## config.mk

```make
export PLATFORM = sky130hd
export DESIGN_NAME = spi_tgt_shf_flat
export DESIGN_NICKNAME = d
export VERILOG_FILES = /design/src/rtl/spi_tgt_shf_if.sv /design/src/rtl/spi_tgt_shf.sv /design/src/flat_wrapper.sv
export SDC_FILE = /design/constraint.sdc
export NUM_CORES = 1
export LEC_CHECK = 0
export ABC_AREA = 1
export BUFFER_PORTS_ARGS = -buffer_cell sky130_fd_sc_hd__buf_2
export CAP_MARGIN = 20
export CORE_MARGIN = 1.5
export CORE_UTILIZATION = 45
export CTS_BUF_LIST = sky130_fd_sc_hd__clkbuf_4
export DETAILED_ROUTE_END_ITERATION = 10
export GPL_TIMING_DRIVEN = 0
export PLACE_DENSITY = 0.67
export SYNTH_ARGS = -nofsm -noshare
export SYNTH_HDL_FRONTEND = slang
export SYNTH_SLANG_ARGS = --single-unit
```

## constraint.sdc

```tcl
create_clock -name clk_in -period 1.65 [get_ports clk_in]
set_input_delay 0.0825 -clock clk_in [delete_from_list [all_inputs] [get_ports clk_in]]
set_output_delay 0.0825 -clock clk_in [all_outputs]
set_load 0.1 [all_outputs]
```

## src/rtl/spi_tgt_shf_if.sv

```systemverilog
// Signal bundle for the SPI target shifter: mode straps, SPI pins and the host word interface.
// slave is the shifter's view; master is the remote controller plus host side.
interface spi_tgt_shf_if #(
    parameter int DW = 8
);
    logic          clk_pol;
    logic          clk_pha;
    logic          lsb_first;
    logic          spi_sck;
    logic          spi_csn;
    logic          spi_mosi;
    logic          spi_miso;
    logic          spi_miso_oe;
    logic [DW-1:0] tx_data;
    logic          tx_valid;
    logic          tx_ready;
    logic [DW-1:0] rx_data;
    logic          rx_valid;
    logic          tx_undrn;
    logic          busy;

    modport slave (
        input  clk_pol, clk_pha, lsb_first, spi_sck, spi_csn, spi_mosi, tx_data, tx_valid,
        output spi_miso, spi_miso_oe, tx_ready, rx_data, rx_valid, tx_undrn, busy
    );

    modport master (
        output clk_pol, clk_pha, lsb_first, spi_sck, spi_csn, spi_mosi, tx_data, tx_valid,
        input  spi_miso, spi_miso_oe, tx_ready, rx_data, rx_valid, tx_undrn, busy
    );
endinterface

```

## src/rtl/spi_tgt_shf.sv

```systemverilog
// SPI target shifter: oversampled SCK/CS/MOSI, all four CPOL/CPHA modes, either bit order,
// single-word transmit holding buffer with underrun strobe.
//
// state  | meaning
// DISARM | after reset; ignores any frame in flight until CS is seen high
// IDLE   | CS high, waiting for frame start
// ACTIVE | CS low, shifting words
module spi_tgt_shf #(
    parameter int DW          = 8,
    parameter int SYNC_STAGES = 2
) (
    input  logic         clk_in,
    input  logic         rst,
    spi_tgt_shf_if.slave bus
);
    typedef enum logic [1:0] {
        DISARM = 2'd0,
        IDLE   = 2'd1,
        ACTIVE = 2'd2
    } state_e;

    localparam int              CW       = $clog2(DW);
    localparam int              FW       = $clog2(SYNC_STAGES + 1);
    localparam logic [CW-1:0]   LAST_BIT = CW'(DW - 1);
    localparam logic [FW-1:0]   FLUSH_LD = FW'(SYNC_STAGES);

    logic [SYNC_STAGES-1:0] sck_sync_q, csn_sync_q, mosi_sync_q;
    logic                   sck_d1_q;
    logic                   sck_s, csn_s, mosi_s;
    logic                   sck_edge, lead_edge, trail_edge, sample_edge, drive_edge;

    state_e        state_q, state_d;
    logic [FW-1:0] flush_q, flush_d;
    logic [CW-1:0] bit_cnt_q, bit_cnt_d;
    logic [DW-1:0] tx_sh_q, tx_sh_d;
    logic [DW-1:0] rx_sh_q, rx_sh_d;
    logic [DW-1:0] buf_q, buf_d;
    logic          buf_full_q, buf_full_d;
    logic [DW-1:0] rx_data_q, rx_data_d;
    logic          rx_valid_q, rx_valid_d;
    logic          undrn_q, undrn_d;
    logic          miso_q, miso_d;

    logic          load;
    logic          accept;
    logic [DW-1:0] load_word;
    logic [DW-1:0] rx_word;

    function automatic logic first_bit(input logic [DW-1:0] w, input logic lsb);
        return lsb ? w[0] : w[DW-1];
    endfunction

    function automatic logic [DW-1:0] shift_out(input logic [DW-1:0] w, input logic lsb);
        return lsb ? {1'b0, w[DW-1:1]} : {w[DW-2:0], 1'b0};
    endfunction

    function automatic logic [DW-1:0] shift_in(input logic [DW-1:0] w, input logic b,
                                               input logic lsb);
        return lsb ? {b, w[DW-1:1]} : {w[DW-2:0], b};
    endfunction

    always_ff @(posedge clk_in) begin
        if (rst) begin
            sck_sync_q  <= '0;
            csn_sync_q  <= '1;
            mosi_sync_q <= '0;
            sck_d1_q    <= 1'b0;
        end else begin
            sck_sync_q  <= {sck_sync_q[SYNC_STAGES-2:0], bus.spi_sck};
            csn_sync_q  <= {csn_sync_q[SYNC_STAGES-2:0], bus.spi_csn};
            mosi_sync_q <= {mosi_sync_q[SYNC_STAGES-2:0], bus.spi_mosi};
            sck_d1_q    <= sck_s;
        end
    end

    assign sck_s       = sck_sync_q[SYNC_STAGES-1];
    assign csn_s       = csn_sync_q[SYNC_STAGES-1];
    assign mosi_s      = mosi_sync_q[SYNC_STAGES-1];
    assign sck_edge    = sck_s ^ sck_d1_q;
    assign lead_edge   = sck_edge & (sck_s != bus.clk_pol);
    assign trail_edge  = sck_edge & (sck_s == bus.clk_pol);
    assign sample_edge = bus.clk_pha ? trail_edge : lead_edge;
    assign drive_edge  = bus.clk_pha ? lead_edge : trail_edge;

    // A load sees the buffer as it was at the start of the cycle, so a same-cycle accept survives.
    assign accept      = bus.tx_valid & ~buf_full_q;

    always_comb begin
        state_d    = state_q;
        flush_d    = flush_q;
        bit_cnt_d  = bit_cnt_q;
        tx_sh_d    = tx_sh_q;
        rx_sh_d    = rx_sh_q;
        buf_d      = buf_q;
        buf_full_d = buf_full_q;
        rx_data_d  = rx_data_q;
        rx_valid_d = 1'b0;
        undrn_d    = 1'b0;
        miso_d     = miso_q;
        load       = 1'b0;
        load_word  = buf_full_q ? buf_q : '0;
        rx_word    = shift_in(rx_sh_q, mosi_s, bus.lsb_first);

        unique case (state_q)
            DISARM: begin
                // Synchronizers reset to CS high; wait for them to flush before trusting CS.
                if (flush_q != '0) begin
                    flush_d = flush_q - 1'b1;
                end else if (csn_s) begin
                    state_d = IDLE;
                end
            end
            IDLE: begin
                if (!csn_s) begin
                    state_d   = ACTIVE;
                    load      = 1'b1;
                    bit_cnt_d = '0;
                    rx_sh_d   = '0;
                    if (bus.clk_pha) begin
                        tx_sh_d = load_word;
                    end else begin
                        miso_d  = first_bit(load_word, bus.lsb_first);
                        tx_sh_d = shift_out(load_word, bus.lsb_first);
                    end
                end
            end
            ACTIVE: begin
                if (sample_edge) begin
                    rx_sh_d = rx_word;
                    if (bit_cnt_q == LAST_BIT) begin
                        bit_cnt_d  = '0;
                        rx_data_d  = rx_word;
                        rx_valid_d = 1'b1;
                        // No reload when the frame is ending; the buffered word waits for the next frame.
                        if (!csn_s) begin
                            load    = 1'b1;
                            tx_sh_d = load_word;
                        end
                    end else begin
                        bit_cnt_d = bit_cnt_q + 1'b1;
                    end
                end else if (drive_edge) begin
                    miso_d  = first_bit(tx_sh_q, bus.lsb_first);
                    tx_sh_d = shift_out(tx_sh_q, bus.lsb_first);
                end
                if (csn_s) begin
                    state_d   = IDLE;
                    bit_cnt_d = '0;
                    rx_sh_d   = '0;
                end
            end
            default: state_d = DISARM;
        endcase

        undrn_d = load & ~buf_full_q;
        if (accept) begin
            buf_d      = bus.tx_data;
            buf_full_d = 1'b1;
        end else if (load) begin
            buf_full_d = 1'b0;
        end
    end

    always_ff @(posedge clk_in) begin
        if (rst) begin
            state_q    <= DISARM;
            flush_q    <= FLUSH_LD;
            bit_cnt_q  <= '0;
            tx_sh_q    <= '0;
            rx_sh_q    <= '0;
            buf_q      <= '0;
            buf_full_q <= 1'b0;
            rx_data_q  <= '0;
            rx_valid_q <= 1'b0;
            undrn_q    <= 1'b0;
            miso_q     <= 1'b0;
        end else begin
            state_q    <= state_d;
            flush_q    <= flush_d;
            bit_cnt_q  <= bit_cnt_d;
            tx_sh_q    <= tx_sh_d;
            rx_sh_q    <= rx_sh_d;
            buf_q      <= buf_d;
            buf_full_q <= buf_full_d;
            rx_data_q  <= rx_data_d;
            rx_valid_q <= rx_valid_d;
            undrn_q    <= undrn_d;
            miso_q     <= miso_d;
        end
    end

    assign bus.spi_miso    = miso_q;
    assign bus.spi_miso_oe = (state_q == ACTIVE);
    assign bus.busy        = (state_q == ACTIVE);
    assign bus.tx_ready    = ~buf_full_q;
    assign bus.rx_data     = rx_data_q;
    assign bus.rx_valid    = rx_valid_q;
    assign bus.tx_undrn    = undrn_q;
endmodule

```

## src/flat_wrapper.sv

```systemverilog
// flat-port wrapper written by rule: the top's interface ports become plain ports
module spi_tgt_shf_flat 
#(
    parameter int DW          = 8,
    parameter int SYNC_STAGES = 2
)
  (clk_in, rst, bus_clk_pol, bus_clk_pha, bus_lsb_first, bus_spi_sck, bus_spi_csn, bus_spi_mosi, bus_tx_data, bus_tx_valid, bus_spi_miso, bus_spi_miso_oe, bus_tx_ready, bus_rx_data, bus_rx_valid, bus_tx_undrn, bus_busy);
  spi_tgt_shf_if #(.DW(DW)) bus_i ();
  input  logic clk_in;
  input  logic rst;
  input wire logic [$bits(bus_i.clk_pol)-1:0] bus_clk_pol;
  input wire logic [$bits(bus_i.clk_pha)-1:0] bus_clk_pha;
  input wire logic [$bits(bus_i.lsb_first)-1:0] bus_lsb_first;
  input wire logic [$bits(bus_i.spi_sck)-1:0] bus_spi_sck;
  input wire logic [$bits(bus_i.spi_csn)-1:0] bus_spi_csn;
  input wire logic [$bits(bus_i.spi_mosi)-1:0] bus_spi_mosi;
  input wire logic [$bits(bus_i.tx_data)-1:0] bus_tx_data;
  input wire logic [$bits(bus_i.tx_valid)-1:0] bus_tx_valid;
  output wire logic [$bits(bus_i.spi_miso)-1:0] bus_spi_miso;
  output wire logic [$bits(bus_i.spi_miso_oe)-1:0] bus_spi_miso_oe;
  output wire logic [$bits(bus_i.tx_ready)-1:0] bus_tx_ready;
  output wire logic [$bits(bus_i.rx_data)-1:0] bus_rx_data;
  output wire logic [$bits(bus_i.rx_valid)-1:0] bus_rx_valid;
  output wire logic [$bits(bus_i.tx_undrn)-1:0] bus_tx_undrn;
  output wire logic [$bits(bus_i.busy)-1:0] bus_busy;
  assign bus_i.clk_pol = bus_clk_pol;
  assign bus_i.clk_pha = bus_clk_pha;
  assign bus_i.lsb_first = bus_lsb_first;
  assign bus_i.spi_sck = bus_spi_sck;
  assign bus_i.spi_csn = bus_spi_csn;
  assign bus_i.spi_mosi = bus_spi_mosi;
  assign bus_i.tx_data = bus_tx_data;
  assign bus_i.tx_valid = bus_tx_valid;
  assign bus_spi_miso = bus_i.spi_miso;
  assign bus_spi_miso_oe = bus_i.spi_miso_oe;
  assign bus_tx_ready = bus_i.tx_ready;
  assign bus_rx_data = bus_i.rx_data;
  assign bus_rx_valid = bus_i.rx_valid;
  assign bus_tx_undrn = bus_i.tx_undrn;
  assign bus_busy = bus_i.busy;
  spi_tgt_shf #(.DW(DW), .SYNC_STAGES(SYNC_STAGES)) u_core (.clk_in(clk_in), .rst(rst), .bus(bus_i));
endmodule
```

==> reports/metrics.csv, run 1 <==
stage,metric,value,unit
outcome,status,"complete, no violations",
layout,drive_above_1_share,20.1,%
timing,max_freq,639,MHz
timing,tightestPinTransition,545,ps
routing,vias_per_cell,5.03,
global_route,grt_max_degree,18,
critical_path,reg2regPathDepth,7,
power_and_ir_drop,ir_worst_vdd,0.727,mV
floorplanning,io-pin-count,31,
logic_synthesis,synth_nets,416,
cts,cts_sinks,50,
critical_path,r2r-end,u_core.state_q[1],
timing,setup_viol,0,
floorplanning,start_util,47.5,%
run,cap_violations,0,
timing,finClkSkew,18.4,ps
layout,n_antenna_cell,0,
critical_path,endpoint,u_core.state_q[1],
routing,drt_wl_total,6130,µm
critical_path,timing.rr.start,u_core.state_q[1],
global_route,grt_pass1_wl,10000,µm
layout,fillCellCount,559,
global_route,grt_overflow,0,
cts,cts_max_level,2,
logic_synthesis,yosys_register_bits,50,
critical_path,worstPathRequired,1930,ps
timing,whs,60.6,ps
timing,fin_tns_setup,0,ps
floorplanning,dieArea,6350,µm²
cts,clkTransAtPathRegs,150,ps
critical_path,cp_max_fo,10,
timing,hold_viol,0,
routing,drc,0,
global_route,antenna_found_initial,0,
power_and_ir_drop,p_per_area,1250,nW/µm²
floorplanning,chipWidth,79.7,µm
cts,cts_tree,done,
logic_synthesis,ys_seq_area_share,37.8,%
logic_synthesis,synth_area,2650,µm²
floorplanning,rows,27,
timing,post-route-min-period,1570,ps
placed_design,globalplace.congestion,0.917,
layout,fin_util,57.9,%
routing,drt_iter0_drc,150,
critical_path,path_class,reg -> reg,
logic_synthesis,synthDistinctLibCells,26,
layout,final_common_cell,nand2_1,
timing,finalMaxSlewViolations,0,
floorplanning,core-area,5570,µm²
cts,clkLatencyLatePin,390,ps
timing,slew_headroom,63.7,%
critical_path,rrSetupSlack,80,ps
logic_synthesis,synthCells,390,
placed_design,hpwl,4310,µm
logic_synthesis,yosysWarnings,0,
routing,dr.pass1.iters,5,
power_and_ir_drop,p_leak,1.46,nW
timing,finalWorstSetupSlack,84.8,ps
hold_path,hold_path.class,in -> reg,
critical_path,crit_start,u_core.state_q[1],
layout,syn_to_final_growth,22.0,%
placed_design,io_buffers,29,
cts,root_buffer,clkbuf_4,
power_and_ir_drop,power.total,4.02,mW
cts,cts_inserted_buffers,5,
critical_path,cp.arrival,1840,ps
timing,period_share,94.9,%
global_route,grt_pass1_vias,2224,
logic_synthesis,synth_area_per_cell,6.78,µm²
floorplanning,die_h,79.7,µm
layout,layout.nets,472,
critical_path,critPathCaptureType,flop,
placed_design,pre_cts_slack,-189,ps
critical_path,cp-start-kind,flop,
layout,final_cell_mix,"nand2_1 (85), nor2_1 (55), dfxtp_1 (46), inv_1 (37), a21oi_1 (37)",
global_route,grt_usage,19.9,%
routing,wl_per_cell,11.8,µm
routing,vias,2611,
cts,cts_max_path_buffers,2,
routing,postRouteAntennaNets,0,
-- worst max-delay path: stages (launching register included) --
cell and delay (ps):
dfxtp_2 360, buf_4 140, ha_4 170, buf_4 180
nor2_1 200, o22ai_2 140, o21ai_0 210, a21oi_1 70
-- sequential cells by signal (all words and copies together) (netlist names), 2 cells and up --
register,cells
u_core.bit_cnt_q,3
u_core.buf_q,8
u_core.rx_sh_q,8
u_core.bus.rx_data,8
u_core.mosi_sync_q,2
u_core.state_q,2
u_core.flush_q,2
u_core.tx_sh_q,8
u_core.csn_sync_q,2
u_core.sck_sync_q,2
-- per-stage QoR --
step,cells,area [µm²]
after floorplan,390,2660
after global placement,491,2900
after detailed placement,491,2900
after CTS,512,3110
after global routing,519,3230
final,519,3230
-- worst min-delay path by stage --
stage	cells past startpoint	from	endpoint	slack (ps)
after CTS	3	bus_tx_valid	u_core.buf_full_q	60
after detailed placement	2	bus_spi_csn	u_core.csn_sync_q[0]	270
final	3	bus_tx_valid	u_core.buf_full_q	60
after global routing	3	bus_tx_valid	u_core.buf_full_q	100
after floorplan	1	bus_spi_csn	u_core.csn_sync_q[0]	190
after global placement	2	bus_spi_csn	u_core.csn_sync_q[0]	270
-- cell usage after synthesis --
| cell | number | area [µm²] |
|---|---|---|
| clkinv_1 | 1 | 3.75 |
| buf_8 | 1 | 15.0 |
| inv_4 | 1 | 6.26 |
| or2_2 | 3 | 18.8 |
| nand2_4 | 2 | 22.5 |
| ha_1 | 9 | 113 |
| clkbuf_1 | 6 | 22.5 |
| buf_1 | 1 | 3.75 |
| nand3_2 | 1 | 10.0 |
| dfxtp_1 | 50 | 1000 |
| nor4_1 | 1 | 6.26 |
| o22ai_1 | 3 | 18.8 |
| buf_2 | 4 | 20.0 |
| nand3_1 | 33 | 165 |
| nor2_1 | 55 | 206 |
| a21oi_1 | 38 | 190 |
| nand3_4 | 4 | 70.1 |
| inv_1 | 42 | 158 |
| nor3_1 | 1 | 5.00 |
| buf_4 | 3 | 22.5 |
| nand2_1 | 90 | 338 |
| buf_6 | 3 | 33.8 |
| o221ai_1 | 2 | 17.5 |
| inv_2 | 2 | 7.51 |
| o21ai_0 | 32 | 160 |
| o21ai_1 | 2 | 10.0 |
-- kinds of logic after synthesis --
family / synth area share, %
buf+inv: 11.1
fa+ha+maj: 4.26
simple gates: 31.8
compound gates: 15.0
flops: 37.8
-- per-layer routing --
metal  part of all wire [%]  global-route usage, %  wire length [µm]  vias to the layer above
li1                       -                      -                 -                     1361
met4                    1.1                   6.32                68                        0
met3                    4.7                   3.09               288                        7
met1                     49                   27.2              2990                     1164
met2                     45                   32.1              2780                       79
met5                      0                      0                 0                        -
-- final cells by class --
class | instances | area, µm² | area share [%]
Buffer | 18 | 124 | 3.84
Clock buffer | 5 | 37.5 | 1.16
Clock inverter | 3 | 23.8 | 0.737
Inverter | 46 | 181 | 5.62
Multi-Input combinational cell | 276 | 1410 | 43.8
Sequential cell | 50 | 1010 | 31.3
Tap cell | 72 | 90.1 | 2.79
Timing Repair Buffer | 49 | 348 | 10.8
-- power breakdown --
group          switching, mW  leakage (nW)  internal [mW]
clock network          0.429        0.0278          0.171
registers              0.112         0.411           1.41
logic                   1.15          1.03          0.759
-- what timing repair did --
action	CTS	global route
hold buffers	13	0
gates cloned	0	1
endpoints found under the hold margin	12	0
setup buffers	0	6
pin swaps	0	4
endpoints found under the setup margin	21	30
resized for setup	5	19
(Power assumes the default switching activity.)
==> inputs of run 2 (changes only) <==
RECOVER_POWER = 100   (was default)
==> run 2 against run 1 <==
Hold slack about the same. Sequential power is essentially flat. Critical path type is now reg -> out. Count of clock-buffer cells in the layout unchanged. Clock power hardly changed. Via count fell by 0.11%. Setup slack lost 2.7 ps. Global-route usage unchanged. Sequential share of layout area increased by 0.085 points. Largest cell class unchanged. Largest power group unchanged. Core utilization is 0.16 points lower. Fmax decreased by 0.17%. Critical endpoint is now bus_busy.
==> reports/metrics.csv, run 2 (synthesized netlist as in run 1, its figures left out) <==
stage,metric,value,unit
cts,cts_tree,done,
hold_path,hp-start,bus_tx_valid,
floorplanning,io-pin-count,31,
critical_path,reg2regPathDepth,10,
critical_path,r2r-end,u_core.rx_sh_q[3],
hold_path,hold_path.class,in -> reg,
layout,layout.nets,472,
timing,max_freq,638,MHz
routing,drt_wl_total,6110,µm
layout,final_cell_mix,"nand2_1 (85), nor2_1 (55), dfxtp_1 (46), inv_1 (37), a21oi_1 (37)",
timing,finalMaxSlewViolations,0,
power_and_ir_drop,power_frac_seq,38.0,%
placed_design,dpl_cell_area,2900,µm²
power_and_ir_drop,power_frac_comb,46.9,%
routing,vias,2608,
power_and_ir_drop,p_sw,1.69,mW
power_and_ir_drop,p_per_area,1240,nW/µm²
timing,setup_viol,0,
timing,fin_tns_setup,0,ps
power_and_ir_drop,p_sw_share,42.2,%
timing,post-route-min-period,1570,ps
critical_path,path_class,reg -> out,
layout,final_area,3220,µm²
layout,final_common_cell,nand2_1,
timing,hold_viol,0,
run,cap_violations,0,
layout,drive_above_1_share,19.7,%
power_and_ir_drop,power.internal,2.31,mW
floorplanning,dieArea,6350,µm²
routing,vias_per_cell,5.03,
cts,cts_sinks,50,
global_route,grt_overflow,0,
global_route,antenna_found_initial,0,
cts,cts_max_level,2,
power_and_ir_drop,ir_worst_vdd,0.722,mV
floorplanning,start_util,47.5,%
hold_path,hold_end,u_core.buf_full_q,
power_and_ir_drop,power.total,4.00,mW
placed_design,globalplace.congestion,0.917,
layout,syn_to_final_growth,21.7,%
hold_path,min_delay_path_depth,3,
layout,fin_util,57.7,%
global_route,grt_max_degree,18,
timing,period_share,95.0,%
critical_path,cp-start-kind,flop,
placed_design,io_buffers,29,
routing,wl_per_cell,11.8,µm
critical_path,rrSetupSlack,100,ps
timing,finClkSkew,17.2,ps
floorplanning,core-area,5570,µm²
critical_path,cp_cell_sequence,buf_4 -> ha_4 -> clkbuf_2,
routing,drt_iter0_drc,152,
global_route,grt_pass1_wl,10000,µm
timing,slew_headroom,64.1,%
critical_path,cp.arrival,1490,ps
power_and_ir_drop,clock_power_share,15.1,%
critical_path,timing.rr.start,u_core.state_q[1],
cts,cts_max_path_buffers,2,
global_route,grt_usage,19.9,%
timing,tightestPinTransition,540,ps
critical_path,worst_path_max_delay_cell,clkbuf_2,
cts,clkLatencyLatePin,390,ps
floorplanning,rows,27,
critical_path,critPathMaxStageDelay,460,ps
placed_design,hpwl,4310,µm
cts,root_buffer,clkbuf_4,
routing,drc,0,
critical_path,cp_max_fo,5,
layout,n_antenna_cell,0,
routing,postRouteAntennaNets,0,
outcome,status,"complete, no violations",
floorplanning,die_h,79.7,µm
routing,dr.pass1.iters,5,
critical_path,worstPathRequired,1570,ps
critical_path,critPathCaptureType,output port,
cts,cts_inserted_buffers,5,
cts,clkTransAtPathRegs,150,ps
global_route,grt_pass1_vias,2224,
power_and_ir_drop,p_leak,1.45,nW
floorplanning,chipWidth,79.7,µm
run 2: layout make-up:
| cell class | instances | area, µm² |
|---|---|---|
| plain buffers | 18 | 120 |
| clock buffers | 5 | 37.5 |
| clock inverters | 3 | 23.8 |
| fillers | 556 | 2360 |
| inverters | 46 | 181 |
| multi-input cells | 276 | 1410 |
| flip-flops and latches | 50 | 1010 |
| well taps | 72 | 90.1 |
| repair buffers | 49 | 343 |
run 2: power by group through the flow:
| stage | clock, mW | sequential (mW) | combinational [mW] |
|---|---|---|---|
| final | 0.602 | 1.52 | 1.88 |
| after global routing | 0.649 | 1.54 | 2.11 |
| after CTS | 0.619 | 1.51 | 1.64 |
| after detailed placement | 0 | 1.53 | 1.57 |
| after global placement | 0 | 1.53 | 1.55 |
| after floorplan | 0 | 1.54 | 1.25 |
run 2: repair_timing:
action                     4_1_cts  5_1_grt
pin swaps                        0        4
gates resized for setup          5       19
gates cloned                     0        1
buffers inserted                 0        6
hold endpoints to repair        12        0
setup endpoints to repair       21       30
hold buffers                    13        0
run 2: metal layers:
| layer | vias up | track usage [%] | share of wire (%) |
|---|---|---|---|
| met3 | 7 | 3.09 | 4.7 |
| met4 | 0 | 6.32 | 1.1 |
| met2 | 72 | 32.1 | 45 |
| met5 | - | 0 | 0 |
| li1 | 1361 | - | - |
| met1 | 1168 | 27.2 | 49 |
run 2: critical path, delay by kind of cell (launching register included):
kind / cells / cell delay (ps)
adders and majority gates: 1 / 160
DFF: 1 / 370
buffers and inverters: 2 / 580
run 2: worst max path at each step:
stage | from | cells after the start | endpoint | slack (ps)
after floorplan | u_core.state_q[0] | 7 | u_core.tx_sh_q[0] | 30
after global placement | u_core.state_q[1] | 9 | u_core.rx_sh_q[2] | -150
final | u_core.state_q[1] | 3 | bus_busy | 80
after CTS | u_core.state_q[0] | 7 | u_core.tx_sh_q[5] | 10
after detailed placement | u_core.state_q[0] | 9 | u_core.rx_sh_q[3] | -190
after global routing | u_core.state_q[1] | 7 | u_core.state_q[1] | -10
run 2: per-stage QoR:
stage | instances | setup slack (ps) | hold slack [ps]
CTS | 512 | 11.9 | 61.7
global route | 519 | -13.9 | 101
detailed placement | 491 | -189 | 269
finish | 519 | 82.1 | 60.6
global placement | 491 | -150 | 265
floorplan | 390 | 26.2 | 186
==> inputs of run 3 (changes only) <==
CORE_UTILIZATION = 54   (was 45)
PLACE_DENSITY = 0.78   (was 0.67)
==> run 3 against run 2 <==
Hold slack better by 3.0 ps. Via count down 1.1%. Combinational power down 6%. Sequential power about the same. Register-to-register slack worse by 20 ps. Power up 1.1%. Clock power up 24%. Sequential share of layout area up 0.36 points. Clock skew down 1.7 ps. Setup slack worse by 1.1 ps.
==> reports/metrics.csv, run 3 (synthesized netlist as in run 1, its figures left out) <==
stage,metric,value,unit
layout,final_cell_mix,"nand2_1 (88), nor2_1 (55), dfxtp_1 (47), inv_1 (38), a21oi_1 (37)",
critical_path,critPathCaptureType,flop,
timing,tightestPinTransition,540,ps
routing,vias,2579,
routing,drc,0,
layout,final_common_cell,nand2_1,
floorplanning,io-pin-count,31,
global_route,grt_usage,23.7,%
global_route,grt_overflow,0,
power_and_ir_drop,power_frac_seq,37.7,%
critical_path,worstPathRequired,1980,ps
routing,postRouteAntennaNets,0,
cts,cts_sinks,50,
power_and_ir_drop,power.internal,2.38,mW
floorplanning,start_util,56.0,%
global_route,grt_pass1_wl,9960,µm
layout,syn_to_final_growth,20.4,%
critical_path,cp-start-kind,flop,
critical_path,cp.arrival,1900,ps
power_and_ir_drop,power.total,4.04,mW
timing,finClkSkew,15.5,ps
critical_path,endpoint,u_core.bus.spi_miso,
cts,cts_max_path_buffers,2,
critical_path,reg2regPathDepth,7,
global_route,grt_pass1_vias,2277,
layout,drive_above_1_share,18.2,%
placed_design,io_buffers,29,
routing,wl_per_cell,12.0,µm
cts,cts_tree,done,
critical_path,timing.rr.start,u_core.state_q[1],
critical_path,cp_max_fo,4,
layout,final_area,3190,µm²
floorplanning,rows,25,
timing,period_share,95.1,%
power_and_ir_drop,p_sw,1.66,mW
layout,fin_util,67.4,%
critical_path,crit_start,u_core.state_q[1],
power_and_ir_drop,p_per_area,1270,nW/µm²
floorplanning,die_h,73.0,µm
power_and_ir_drop,clock_power_share,18.6,%
cts,clkTransAtPathRegs,160,ps
critical_path,r2r-end,u_core.bus.spi_miso,
floorplanning,chipWidth,73.0,µm
cts,clkLatencyLatePin,390,ps
floorplanning,dieArea,5330,µm²
routing,drt_wl_total,6120,µm
critical_path,rrSetupSlack,80,ps
power_and_ir_drop,power_frac_comb,43.8,%
power_and_ir_drop,p_sw_share,41.0,%
cts,root_buffer,clkbuf_4,
critical_path,path_class,reg -> reg,
timing,max_freq,637,MHz
routing,dr.pass1.iters,5,
layout,regArea,1010,µm²
placed_design,hpwl,4330,µm
timing,fin_tns_setup,0,ps
timing,slew_headroom,64.1,%
timing,hold_viol,0,
layout,fillCellCount,430,
global_route,grt_max_degree,18,
routing,drt_iter0_drc,229,
run,cap_violations,0,
power_and_ir_drop,p_leak,1.45,nW
outcome,status,"complete, no violations",
hold_path,hold_path.class,in -> reg,
global_route,antenna_found_initial,0,
timing,setup_viol,0,
timing,finalMaxSlewViolations,0,
power_and_ir_drop,ir_worst_vdd,1.03,mV
timing,post-route-min-period,1570,ps
routing,vias_per_cell,5.04,
cts,cts_inserted_buffers,5,
placed_design,globalplace.congestion,0.906,
cts,cts_max_level,2,
placed_design,dpl_cell_area,2890,µm²
layout,multi_input_area,1390,µm²
layout,layout.nets,470,
floorplanning,core-area,4720,µm²
layout,n_antenna_cell,0,
-- run 3: changes by cell type in the layout (fill, tap and decap cells not counted), sizes merged --
cell      change
buf           +1
clkinvlp      -2
inv           +1
clkbuf        -3
bufinv        +1
-- run 3: per-stage QoR --
step | cells | hold WS (ps) | setup WS (ps)
floorplan | 390 | 186 | 26.2
global placement | 486 | 264 | -142
detailed placement | 486 | 270 | -198
CTS | 507 | 52.4 | 13.8
global route | 512 | 70.8 | -12.1
finish | 512 | 63.6 | 81.0
-- run 3: cell type report --
class | count | share of cell area, %
Tap cell | 67 | 2.63
Sequential cell | 50 | 31.7
Clock buffer | 5 | 1.18
Timing Repair Buffer | 47 | 9.86
Buffer | 18 | 3.77
Clock inverter | 3 | 1.49
Inverter | 46 | 5.62
Multi-Input combinational cell | 276 | 43.8
-- run 3: worst min-delay path by stage --
stage          cells after the start  slack (ps)                    to         start
2_1_floorplan                      1         190  u_core.csn_sync_q[0]   bus_spi_csn
3_3_place_gp                       2         260  u_core.csn_sync_q[0]   bus_spi_csn
3_5_place_dp                       2         270  u_core.csn_sync_q[0]   bus_spi_csn
4_1_cts                            3          50     u_core.buf_full_q  bus_tx_valid
5_1_grt                            3          70     u_core.buf_full_q  bus_tx_valid
6_report                           3          60     u_core.buf_full_q  bus_tx_valid
-- run 3: per-layer routing --
metal,global-route usage [%],wire (µm),vias up
met3,4.70,348,7
met1,30.0,2820,1128
met2,41.0,2890,84
met5,0,0,-
li1,-,-,1360
met4,6.08,64,0
-- run 3: critical path, cell delays in order, from the launching register on --
cell,delay [ps]
dfxtp_4,400
inv_2,60
ha_1,270
inv_1,60
a21oi_4,190
nand3_2,150
or2_2,290
a21oi_1,110
-- run 3: what timing repair did --
action,4_1_cts,5_1_grt
setup endpoints to repair,21,26
pin swaps,0,2
setup buffers,0,4
cloned,0,1
gates resized for setup,5,13
hold endpoints to repair,12,0
hold buffers,13,0
-- run 3: power by group through the flow --
stage / Clock (mW) / Combinational [mW] / Sequential [mW]
after floorplan: 0 / 1.25 / 1.54
after global placement: 0 / 1.53 / 1.52
after detailed placement: 0 / 1.58 / 1.53
after CTS: 0.769 / 1.65 / 1.51
after global routing: 0.812 / 1.97 / 1.54
final: 0.749 / 1.77 / 1.52
